## src/rtl/serial_adder_ctrl.sv

```systemverilog
// Bit-serial adder: one full-adder cell processes a WIDTH-bit addition LSB first,
// one bit per clock, reporting sum, carry-out and signed overflow with a done pulse.

module structuralFullAdder (
    input  logic a,
    input  logic b,
    input  logic cin,
    output logic s,
    output logic cout
);
    logic axb;
    logic gen;
    logic prop;

    assign axb  = a ^ b;
    assign s    = axb ^ cin;
    assign gen  = a & b;
    assign prop = axb & cin;
    assign cout = gen | prop;
endmodule

module serial_adder_ctrl #(
    parameter int WIDTH = 32
) (
    input  logic             clk,
    input  logic             reset,
    input  logic             start,
    input  logic [WIDTH-1:0] a,
    input  logic [WIDTH-1:0] b,
    input  logic             carryin,
    output logic             ready,
    output logic             done,
    output logic [WIDTH-1:0] sum,
    output logic             carryout,
    output logic             overflow
);
    localparam int CNT_W = $clog2(WIDTH);
    localparam logic [CNT_W-1:0] LAST = CNT_W'(WIDTH - 1);

    typedef enum logic [1:0] {
        IDLE = 2'd0,
        RUN  = 2'd1,
        DONE = 2'd2
    } state_t;

    state_t           state;
    state_t           next_state;
    logic [WIDTH-1:0] a_sh;
    logic [WIDTH-1:0] b_sh;
    logic             carry_reg;
    logic [CNT_W-1:0] cnt;
    logic             last_bit;
    logic             fa_s;
    logic             fa_c;

    structuralFullAdder u_fa (
        .a    (a_sh[0]),
        .b    (b_sh[0]),
        .cin  (carry_reg),
        .s    (fa_s),
        .cout (fa_c)
    );

    assign last_bit = (cnt == LAST);
    assign ready    = (state == IDLE);
    assign done     = (state == DONE);

    always_ff @(posedge clk) begin
        if (reset) begin
            state <= IDLE;
        end else begin
            state <= next_state;
        end
    end

    always_comb begin
        next_state = state;
        case (state)
            IDLE:    if (start) next_state = RUN;
            RUN:     if (last_bit) next_state = DONE;
            DONE:    next_state = IDLE;
            default: next_state = IDLE;
        endcase
    end

    always_ff @(posedge clk) begin
        if (reset) begin
            a_sh      <= '0;
            b_sh      <= '0;
            carry_reg <= 1'b0;
            cnt       <= '0;
            sum       <= '0;
            carryout  <= 1'b0;
            overflow  <= 1'b0;
        end else begin
            case (state)
                IDLE: begin
                    if (start) begin
                        a_sh      <= a;
                        b_sh      <= b;
                        carry_reg <= carryin;
                        cnt       <= '0;
                        sum       <= '0;
                    end
                end
                RUN: begin
                    // Sum bits enter at the MSB so bit 0 lands at the LSB after WIDTH shifts.
                    sum       <= {fa_s, sum[WIDTH-1:1]};
                    carry_reg <= fa_c;
                    a_sh      <= a_sh >> 1;
                    b_sh      <= b_sh >> 1;
                    if (last_bit) begin
                        // carry_reg here is the carry into the MSB.
                        carryout <= fa_c;
                        overflow <= carry_reg ^ fa_c;
                    end else begin
                        cnt <= cnt + CNT_W'(1);
                    end
                end
                default: begin
                end
            endcase
        end
    end
endmodule
```

## config.mk

```make
export PLATFORM = sky130hd
export DESIGN_NAME = serial_adder_ctrl
export DESIGN_NICKNAME = d
export VERILOG_FILES = /design/src/rtl/serial_adder_ctrl.sv
export SDC_FILE = /design/constraint.sdc
export NUM_CORES = 1
export LEC_CHECK = 0
export ABC_AREA = 1
export BUFFER_PORTS_ARGS = -buffer_cell sky130_fd_sc_hd__buf_2
export CAP_MARGIN = 20
export CORE_MARGIN = 2
export CORE_UTILIZATION = 30
export DETAILED_ROUTE_END_ITERATION = 10
export PLACE_DENSITY = 0.48
export SLEW_MARGIN = 20
export SYNTH_ARGS = -nofsm -noshare
export SYNTH_HDL_FRONTEND = slang
export SYNTH_SLANG_ARGS = --single-unit
```

## constraint.sdc

```tcl
create_clock -name clk -period 1.8 [get_ports clk]
set_input_delay 0.18 -clock clk [delete_from_list [all_inputs] [get_ports clk]]
set_output_delay 0.18 -clock clk [all_outputs]
set_load 0.005 [all_outputs]
```

Word level (Yosys, flattened, before mapping)
Index checks and enable logic that the tools add are counted.
- bitwise operators: 6
- reductions and logical operators: 6
- equal/unequal tests: 6
- add/subtract/negate cells: 1
- multiplexer cells: 14
- div/mod/pow operators: 0
- shift-type cells: 0
- multiply operators: 0
- $lt $le $gt $ge: 0
- operators by type and width (operator ; number):
    32-bit case mux with 2 select lines ; 3
    32-bit two-way mux ; 3
    5-bit two-way mux ; 2
    5-bit case mux with 2 select lines ; 1
    2-bit != test, second input constant ; 3
    2-bit AND reduction ; 3
    5-bit by 1-bit adder with 5-bit output, second input constant ; 1
    5-bit equality test, second input constant ; 1
    2-bit two-way mux ; 2
    2-bit case mux with 2 select lines ; 1
    3-bit AND reduction ; 1
    1-bit bitwise XOR ; 3
    1-bit AND ; 2
    2-bit by 1-bit equality test with 1-bit output, second input constant ; 1
    2-bit equality test, second input constant ; 1
    2-bit zero test ; 1
    1-bit case mux with 2 select lines ; 1
    2-bit nonzero test ; 1
    1-bit two-way mux ; 1
    1-bit bitwise OR ; 1
- memory bits (read-only): 0
- memories: 0
- word-level logic and storage cells: 41
- output and inout bits: 36
- flip-flop bits (word level): 106
- latch bits: 0
- bits in writable memories: 0

Depth between registers and ports, before layout
Gate-level depths: netlist of run 1.
- depth after elaboration: 4
- gate-level depth with buffers: 11
- depth with buffers taken out: 11

By module
A second synthesis of run 1 with hierarchy kept.
- cells, all modules: 691
- area total of the unflattened synthesis: 4798.4 um^2
- by module, submodules not included (module ; cells an instance ; times used ; area an instance (um^2) ; seq. area each (um^2)):
    serial_adder_ctrl ; 690 ; 1 ; 4778.3 ; 2122.0
    structuralFullAdder ; 1 ; 1 ; 20.0 ; 0.0

Worst setup path after synthesis of run 1
No wires, ideal clock.
- kind: register to register
- start: register cnt[0]
- end: register cnt[3]
- arrival time: 1.240 ns
- period minus slack after synthesis: 1.350 ns
- data required time: 1.690 ns
- path buffers: 0
- library setup time: 0.110 ns
- setup slack: 0.450 ns
- stages on the path, launching flop included: 11
- cells stage by stage: dfxtp_1 ha_1 nand2_1 nor2_1 ha_1 inv_1 nand3_1 nand2_1 nand3_1 nand2_1 nor2_1
- cells in the longest elaborated chain, start to end: 3
- elaborated cells between the ends (all ways): 6
- ends and longest elaborated chain (element ; line ; source):
    start: declaration ; 51 ; logic [CNT_W-1:0] cnt;
    start signal: assignment ; 117 ; cnt <= cnt + CNT_W'(1);
    5-bit by 1-bit adder with 5-bit output or 5-bit equality test (tied branches) ; 117, 64 ;
    5-bit two-way mux or 2-bit != test (tied branches) ; - ;
    5-bit case mux with 2 select lines or 3-bit AND reduction (tied branches) ; - ;
Several ways; a longest one is shown, not always the timed one. The select of a mux whose other input is x is not followed.
A chain may end at the register's enable or synchronous reset.

Worst setup path in the final report of run 1
- start: register cnt[0]
- end: register cnt[2]
The elaborated chain is that of the path after synthesis.

==> parameters.txt, run 1 <==
Parameter                              Value

Outcome
  Result of the run    completed

Floorplan
  Total number of placement rows    45
  Starting density of the core    30.8%
  Count of boundary I/O pins    around 100
  Die ar.    16,800 um^2
  Die width    129 um
  Die height    129 um
  Area of the placeable core    15,300 um^2

Setup path
  Beginning of the worst register-to-register path    cnt[0]$_SDFFE_PP0P_
  Critical Path Start    cnt[0]$_SDFFE_PP0P_
  CP required    2.04 ns
  Critical path fanouts, max    6
  Startpoint type of the worst setup path    register
  Setup Crit Path Kind    register to register
  Setup crit end kind    register
  Arrival time at the worst endpoint    between 1.5 and 2 ns

CTS
  Count of hold buffers inserted by post-cts repair    0
  Clk root buf    sky130_fd_sc_hd__clkbuf_16
  CTS Sinks    ~110
  Maximum number of buffers from clock root to sink    2
  Number of resized instances in the post-cts repair step    0
  Maximum level of the CTS H-tree    3
  TritonCTS clock tree    built
  Number of buffers inserted during clock tree synthesis    9
  Source-to-sink clock delay at the later pin of the worst-skew pair    between 0.3 and 0.4 ns
  Clock-pin transition on the worst setup and hold timing paths    around 0.070 ns
  Setup repair bufs after CTS    0

Global route
  Vias in the first global route    3,993
  Global-route wire length before repair    around 19 mm
  Pin count of the biggest net entering global routing    78
  Overall routing resource usage    13.9%
  Global route overflow    0
  Number of antenna violations at the first check in global routing    0

STA
  Count of final max-slew check failures    0
  Total negative slack for setup checks    0 ns
  Max Fclk    666 MHz
  Fin worst setup slack    0.299 ns
  Worst-margin pin slew    0.545 ns
  Final worst-path cycle share    between 80% and 90%
  Unrepaired setup endpoints after global routing    false
  Hold violation count in the final report    0
  Setup violation total in the final timing report    0
  Setup skew after layout    0.00610 ns
  Worst slack on hold paths    0.0950 ns
  Tightest slew margin relative to the limit    between 60% and 70%
  Final critical delay including setup and external delays    1.50 ns

Route
  Total iterations of the first detailed-routing run    4
  Ratio of routed vias to standard cells    4.40
  Total via count in the routed design    approximately 4,300
  Post-detailed-route wirelength per cell    11.5 um
  Number of nets with antenna violations after routing    0
  Count of routing violations after the opening detailed-route iteration    240
  Total length of routed wires    roughly 11 mm
  Number of remaining DRC errors    0

Synthesis
  Sequential fraction of the synthesis area    44.9%
  Area fraction of the dominant cell type after synthesis    44.9%
  Flip-flop cell with the highest count after synthesis    sky130_fd_sc_hd__dfxtp_1
  Area leader, netlist    sky130_fd_sc_hd__dfxtp_1
  Share of async-settable or async-resettable flops after synthesis    0%
  Cell area after synthesis    4720 um^2
  Number of instances in the synthesized netlist    ~700
  Main area contributors after synthesis    sky130_fd_sc_hd__dfxtp_1 45%, sky130_fd_sc_hd__nand2_1 19%, sky130_fd_sc_hd__a21oi_1 10%
  #FFs+latches synth    106
  Number of synthesized flops with an enable pin    0
  Average cell area after synthesis    6.78 um^2
  Yosys warning total    0
  Synthesized net count    around 770
  Netlist cell types    24

Power and ir drop
  Combinational share of power    11.8%
  Share of power burned in the clock network    just over 40%
  Fraction of power spent switching nets    about a quarter
  Portion of total power attributed to sequential cells    47.0%
  Highest ir drop seen on vdd    566 uV
  Static leakage    0.00274 uW
  Internal cell power    4080 uW
  Switching power    1320 uW
  Power density cells    approximately 940 nW/um^2

Finish
  Largest registers    a_sh (32), b_sh (32), sum (32)
  Most common cell after layout, fill and taps aside    sky130_fd_sc_hd__nand2_1
  Seq. cell area    2120 um^2
  Growth of design area from synthesis to finish    21.5%
  Net count reported at finish    841
  Top library cells by usage in the layout, fill and taps aside    237 x sky130_fd_sc_hd__nand2_1, 106 x sky130_fd_sc_hd__dfxtp_1, 103 x sky130_fd_sc_hd__buf_2
  Filler cells    1,658
  Area of the multi-input gates    roughly 2100 um^2
  N_diodes    0
  Ratio of cells with drive above 1 in the final layout    roughly 17%

Placed design
  Global placer's final weighted congestion    a little under 0.8
  Port bufs    ~100
  Half-perimeter wire length after placement    7.26 mm
  Setup slack at placement    0.316 ns

Worst hold path
  Worst Hold Launch    a[31]
  Class of the most critical hold timing path    primary input to register

Run
  # Max-Cap Violations    0
==> cell families (layout without fill, tap and decap cells) <==
logic type / Yosys count / after routing / synth area share [%]
xor gates and xnor gates: 1 / 1 / 0.186
DFF: 106 / 106 / 44.9
buffers and inverters: 126 / 205 / 11.4
adders and majority gates: 3 / 3 / 0.954
and+or+nand+nor: 296 / 296 / 25.0
AOI/OAI and AO/OA: 164 / 164 / 17.4
==> layer usage <==
| layer | GRT usage [%] | routed length [um] | up-vias |
|---|---|---|---|
| li1 | - | - | 2334 |
| met1 | 17.6 | 5440 | 1895 |
| met2 | 22.4 | 4950 | 97 |
| met3 | 5.24 | 787 | 9 |
| met4 | 3.54 | 124 | 0 |
| met5 | 0 | 0 | - |
==> metrics by stage <==
| step | total power [uW] | utilization (%) | instance area, um^2 | cells |
|---|---|---|---|---|
| after global routing | 5710 | 37.5 | 5740 | 986 |
| final | 5400 | 37.5 | 5740 | 986 |
| after detailed placement | 3240 | 35.3 | 5400 | 970 |
| after floorplan | 3040 | - | 4720 | 696 |
| after global placement | 3230 | 35.3 | 5400 | 970 |
| after CTS | 5500 | 37.5 | 5740 | 986 |
==> critical path, cell delays in order, from the launching register on <==
cell,delay [ns]
sky130_fd_sc_hd__dfxtp_1,0.37
sky130_fd_sc_hd__ha_1,0.18
sky130_fd_sc_hd__nand2_1,0.07
sky130_fd_sc_hd__nor2_1,0.09
sky130_fd_sc_hd__ha_1,0.21
sky130_fd_sc_hd__inv_1,0.05
sky130_fd_sc_hd__nand3_1,0.07
sky130_fd_sc_hd__nand2_1,0.13
sky130_fd_sc_hd__nand2_1,0.09
sky130_fd_sc_hd__nand2_1,0.05
sky130_fd_sc_hd__inv_1,0.05
sky130_fd_sc_hd__nor2_1,0.03
==> final timing paths <==
check                               end  slack [ns]  cells after the start
setup reg to reg    cnt[2]$_SDFFE_PP0P_        0.30                     11
hold / removal    a_sh[31]$_SDFFE_PP0P_         0.1                      3
hold reg to reg   carryout$_SDFFE_PP0P_        0.48                      2
setup / recovery    cnt[2]$_SDFFE_PP0P_        0.30                     11
==> power groups by stage <==
| stage | Combinational [uW] | Clock, uW | Sequential (uW) |
|---|---|---|---|
| after floorplan | 461 | 0 | 2580 |
| after global placement | 637 | 0 | 2590 |
| after detailed placement | 645 | 0 | 2590 |
| after CTS | 651 | 2320 | 2540 |
| after global routing | 745 | 2410 | 2550 |
| final | 638 | 2220 | 2540 |
==> cell usage after synthesis, types with 2 or more instances <==
cell type	number
sky130_fd_sc_hd__nand2_1	239
sky130_fd_sc_hd__dfxtp_1	106
sky130_fd_sc_hd__a21oi_1	99
sky130_fd_sc_hd__inv_1	74
sky130_fd_sc_hd__o21ai_0	63
sky130_fd_sc_hd__nand3_1	41
sky130_fd_sc_hd__buf_2	22
sky130_fd_sc_hd__clkbuf_1	17
sky130_fd_sc_hd__nor2_1	10
sky130_fd_sc_hd__buf_4	4
sky130_fd_sc_hd__buf_6	3
sky130_fd_sc_hd__buf_1	2
sky130_fd_sc_hd__clkbuf_2	2
sky130_fd_sc_hd__ha_1	2
sky130_fd_sc_hd__inv_2	2
sky130_fd_sc_hd__nand4_1	2
==> final cells by class <==
type                       instances  share of cell area, %
timing repair buffer             113                   11.4
clock buffer                      11                   4.05
clock inverter                     5                   1.79
tap                              211                   4.60
multi-input combinational        464                   36.2
inverter                          76                   4.97
sequential                       106                   37.0
(Power assumes the default switching activity.)
==> run 2: changes to the inputs <==
PLACE_DENSITY = 0.5   (was 0.48)
clock period = 1.2 ns   (was 1.8 ns; I/O delays follow)
==> run 2 against run 1 <==
Compared with the run above: the flow now finishes with violations (negative setup slack); first-iteration DRC count is 18% higher; power is 66% higher; clock power is 39% higher; sequential power is 52% higher; cell count is 6.3% higher; critical endpoint is now state[1]$_SDFFE_PP0P_; die area stayed put.
==> parameters.txt, run 2 (same netlist as run 1, synthesis figures left out) <==
Parameter                              Value

Outcome
  Result of the run    complete, but fails checks (was completed)
  Violations in the final reports    negative setup slack

STA
  Fin worst setup slack    -0.124 ns (was 0.299 ns)
  Setup violation total in the final timing report    88 (was 0)
  Tightest slew margin relative to the limit    62.6% (was 63.5%)
  Final worst-path cycle share    110% (was 83.4%)
  Setup skew after layout    0.00788 ns (was 0.00610 ns)
  Hold violation count in the final report    0 (unchanged)
  Unrepaired setup endpoints after global routing    true (was false)
  Worst-margin pin slew    0.561 ns (was 0.545 ns)
  Final critical delay including setup and external delays    1.32 ns (was 1.50 ns)
  Count of final max-slew check failures    0 (unchanged)
  Max Fclk    755 MHz (was 666 MHz)

Setup path
  Highest-delay cell along the critical path    sky130_fd_sc_hd__dfxtp_2 (was sky130_fd_sc_hd__dfxtp_1)
  CP delay by family, top    flip-flops (was simple AND/OR/NAND/NOR gates)
  Beginning of the worst register-to-register path    cnt[1]$_SDFFE_PP0P_ (was cnt[0]$_SDFFE_PP0P_)
  End of the worst register-to-register path    state[1]$_SDFFE_PP0P_ (was cnt[2]$_SDFFE_PP0P_)
  Buffers & Inverters on Critical Path    2 (unchanged)
  Setup crit end kind    register (unchanged)
  CP required    1.48 ns (was 2.04 ns)
  Crit-path max cell delay    0.36 ns (was 0.37 ns)
  Critical path, cell by cell    ha_4 -> nand2_4 -> nor2_2 -> ha_2 -> buf_4 -> nand2_4 -> buf_4 -> nor2_1 (was ha_1 -> nand2_1 -> nor2_1 -> ha_1 -> inv_1 -> nand3_1 -> nand2_1 -> nand2_1 -> nand2_1 -> inv_1 -> nor2_1)
  Setup Crit Path Kind    register to register (unchanged)
  R2R cell count    8 (was 11)
  Critical path fanouts, max    4 (was 6)
  Stages on the worst setup path    8 (was 11)
  Startpoint type of the worst setup path    register (unchanged)
  Arrival time at the worst endpoint    1.60 ns (was 1.74 ns)
  End of the critical path    state[1]$_SDFFE_PP0P_ (was cnt[2]$_SDFFE_PP0P_)
  Critical Path Start    cnt[1]$_SDFFE_PP0P_ (was cnt[0]$_SDFFE_PP0P_)
  FF-to-FF setup slack    -0.12 ns (was 0.30 ns)

Power and ir drop
  Switching power    2570 uW (was 1320 uW)
  Internal cell power    6380 uW (was 4080 uW)
  Static leakage    0.00365 uW (was 0.00274 uW)
  Share of power burned in the clock network    34.4% (was 41.2%)
  Power density cells    1140 nW/um^2 (was 941 nW/um^2)
  Portion of total power attributed to sequential cells    43.2% (was 47.0%)
  Total Power Consumption    8960 uW (was 5400 uW)
  Highest ir drop seen on vdd    704 uV (was 566 uV)
  Combinational share of power    22.4% (was 11.8%)
  Fraction of power spent switching nets    28.7% (was 24.5%)

Finish
  Most common cell after layout, fill and taps aside    sky130_fd_sc_hd__nand2_1 (unchanged)
  N_diodes    0 (unchanged)
  Net count reported at finish    903 (was 841)
  Seq. cell area    2140 um^2 (was 2120 um^2)
  Ratio of cells with drive above 1 in the final layout    55.9% (was 17.3%)
  Largest registers    a_sh (32), b_sh (32), sum (32) (unchanged)
  Growth of design area from synthesis to finish    66.8% (was 21.5%)
  Top library cells by usage in the layout, fill and taps aside    126 x sky130_fd_sc_hd__nand2_1, 101 x sky130_fd_sc_hd__buf_2, 99 x sky130_fd_sc_hd__dfxtp_1 (was 237 x sky130_fd_sc_hd__nand2_1, 106 x sky130_fd_sc_hd__dfxtp_1, 103 x sky130_fd_sc_hd__buf_2)
  Filler cells    1,458 (was 1,658)
  Area of the multi-input gates    3120 um^2 (was 2080 um^2)

CTS
  Number of buffers inserted during clock tree synthesis    9 (unchanged)
  Maximum level of the CTS H-tree    3 (unchanged)
  Source-to-sink clock delay at the later pin of the worst-skew pair    0.35 ns (was 0.34 ns)
  TritonCTS clock tree    built (unchanged)
  CTS Sinks    106 (unchanged)
  Maximum number of buffers from clock root to sink    2 (unchanged)
  Clk root buf    sky130_fd_sc_hd__clkbuf_16 (unchanged)
  Clock-pin transition on the worst setup and hold timing paths    0.07 ns (about the same)

Worst hold path
  Worst Hold Launch    b[31] (was a[31])
  Class of the most critical hold timing path    primary input to register (unchanged)

Floorplan
  Die height    129 um (unchanged)
  Starting density of the core    30.8% (unchanged)
  Die width    129 um (unchanged)
  Count of boundary I/O pins    104 (unchanged)
  Area of the placeable core    15,300 um^2 (unchanged)
  Total number of placement rows    45 (unchanged)
  Die ar.    16,800 um^2 (unchanged)

Placed design
  Half-perimeter wire length after placement    7.79 mm (was 7.26 mm)
  Global placer's final weighted congestion    0.771 (was 0.779)
  Setup slack at placement    -0.214 ns (was 0.316 ns)
  Port bufs    103 (unchanged)

Global route
  Pin count of the biggest net entering global routing    41 (was 78)
  Vias in the first global route    4,411 (was 3,993)
  Global-route wire length before repair    21.6 mm (was 18.8 mm)
  Global route overflow    0 (unchanged)
  Number of antenna violations at the first check in global routing    0 (unchanged)
  Overall routing resource usage    16.2% (was 13.9%)

Route
  Number of remaining DRC errors    0 (unchanged)
  Total via count in the routed design    4,966 (was 4,335)
  Count of routing violations after the opening detailed-route iteration    282 (was 240)
  Total iterations of the first detailed-routing run    5 (was 4)
  Post-detailed-route wirelength per cell    14.9 um (was 11.5 um)
  Number of nets with antenna violations after routing    0 (unchanged)
  Total length of routed wires    15.6 mm (was 11.3 mm)
  Ratio of routed vias to standard cells    4.74 (was 4.40)

Run
  # Max-Cap Violations    0 (unchanged)
-- run 2: changes by cell type in the layout (fill, tap and decap cells not counted), moves of 13 or more --
| cell | before | now |
|---|---|---|
| sky130_fd_sc_hd__nand2_2 | 1 | 62 |
| sky130_fd_sc_hd__nand3_1 | 41 | 24 |
| sky130_fd_sc_hd__nand2_4 | 3 | 51 |
| sky130_fd_sc_hd__clkbuf_16 | 9 | 22 |
| sky130_fd_sc_hd__inv_1 | 73 | 30 |
| sky130_fd_sc_hd__o21ai_0 | 63 | 10 |
| sky130_fd_sc_hd__buf_12 | 5 | 19 |
| sky130_fd_sc_hd__a21oi_2 | 0 | 75 |
| sky130_fd_sc_hd__buf_6 | 0 | 13 |
| sky130_fd_sc_hd__nand2_1 | 237 | 126 |
| sky130_fd_sc_hd__o21ai_1 | 1 | 43 |
| sky130_fd_sc_hd__inv_2 | 2 | 44 |
| sky130_fd_sc_hd__a21oi_1 | 99 | 24 |
-- run 2: repair_timing --
item                                    CTS  global route
endpoints found under the setup margin  108           101
gates resized for setup                  71           360
pin swaps                                14           110
endpoints found under the hold margin     1             0
buffers inserted                         14             8
cloned                                    9            17
hold buffers                              1             0
-- run 2: worst min-delay path by stage --
stage	end	slack, ns	depth (start not counted)
2_1_floorplan	a_sh[31]$_SDFFE_PP0P_	0.26	2
3_3_place_gp	a_sh[31]$_SDFFE_PP0P_	0.38	3
3_5_place_dp	a_sh[31]$_SDFFE_PP0P_	0.38	3
4_1_cts	b_sh[31]$_SDFFE_PP0P_	0.003	3
5_1_grt	b_sh[31]$_SDFFE_PP0P_	0.01	3
6_report	b_sh[31]$_SDFFE_PP0P_	0.02	3
-- run 2: layer usage --
layer	share of wire, %	track usage (%)	vias to the layer above
met5	0	0	-
met4	1.4	3.92	0
met3	5.0	5.24	15
met2	47	26.8	106
met1	46	20.5	2359
li1	-	-	2486
-- run 2: worst min-delay path, stage by stage --
cell                      delay, ns
sky130_fd_sc_hd__buf_2         0.10
sky130_fd_sc_hd__nand2_1       0.05
sky130_fd_sc_hd__a21oi_1       0.05
-- run 2: final cells by class --
class | instances | share of cell area (%)
Multi-Input combinational cell | 464 | 39.6
Sequential cell | 106 | 27.1
Timing Repair Buffer | 175 | 22.4
Inverter | 76 | 3.72
Tap cell | 211 | 3.35
Clock buffer | 11 | 3.21
Clock inverter | 5 | 0.667
-- run 2: power groups by stage --
stage	sequential [uW]	clock, uW	combinational, uW
final	3870	3080	2000
after global routing	3890	3310	2160
after CTS	3810	3170	1390
after detailed placement	3890	0	1040
after global placement	3880	0	1020
after floorplan	3870	0	696
-- run 2: through the flow --
step | instance area (um^2) | setup TNS [ns] | cells | util (%) | hold slack [ns]
2_1_floorplan | 4750 | -0.290 | 696 | - | 0.263
3_3_place_gp | 5580 | -3.78 | 987 | 36.5 | 0.379
3_5_place_dp | 5580 | -7.52 | 987 | 36.5 | 0.381
4_1_cts | 6510 | -4.59 | 1027 | 42.5 | 0.00285
5_1_grt | 7880 | -8.71 | 1048 | 51.4 | 0.0122
6_report | 7880 | -3.96 | 1048 | 51.4 | 0.0202
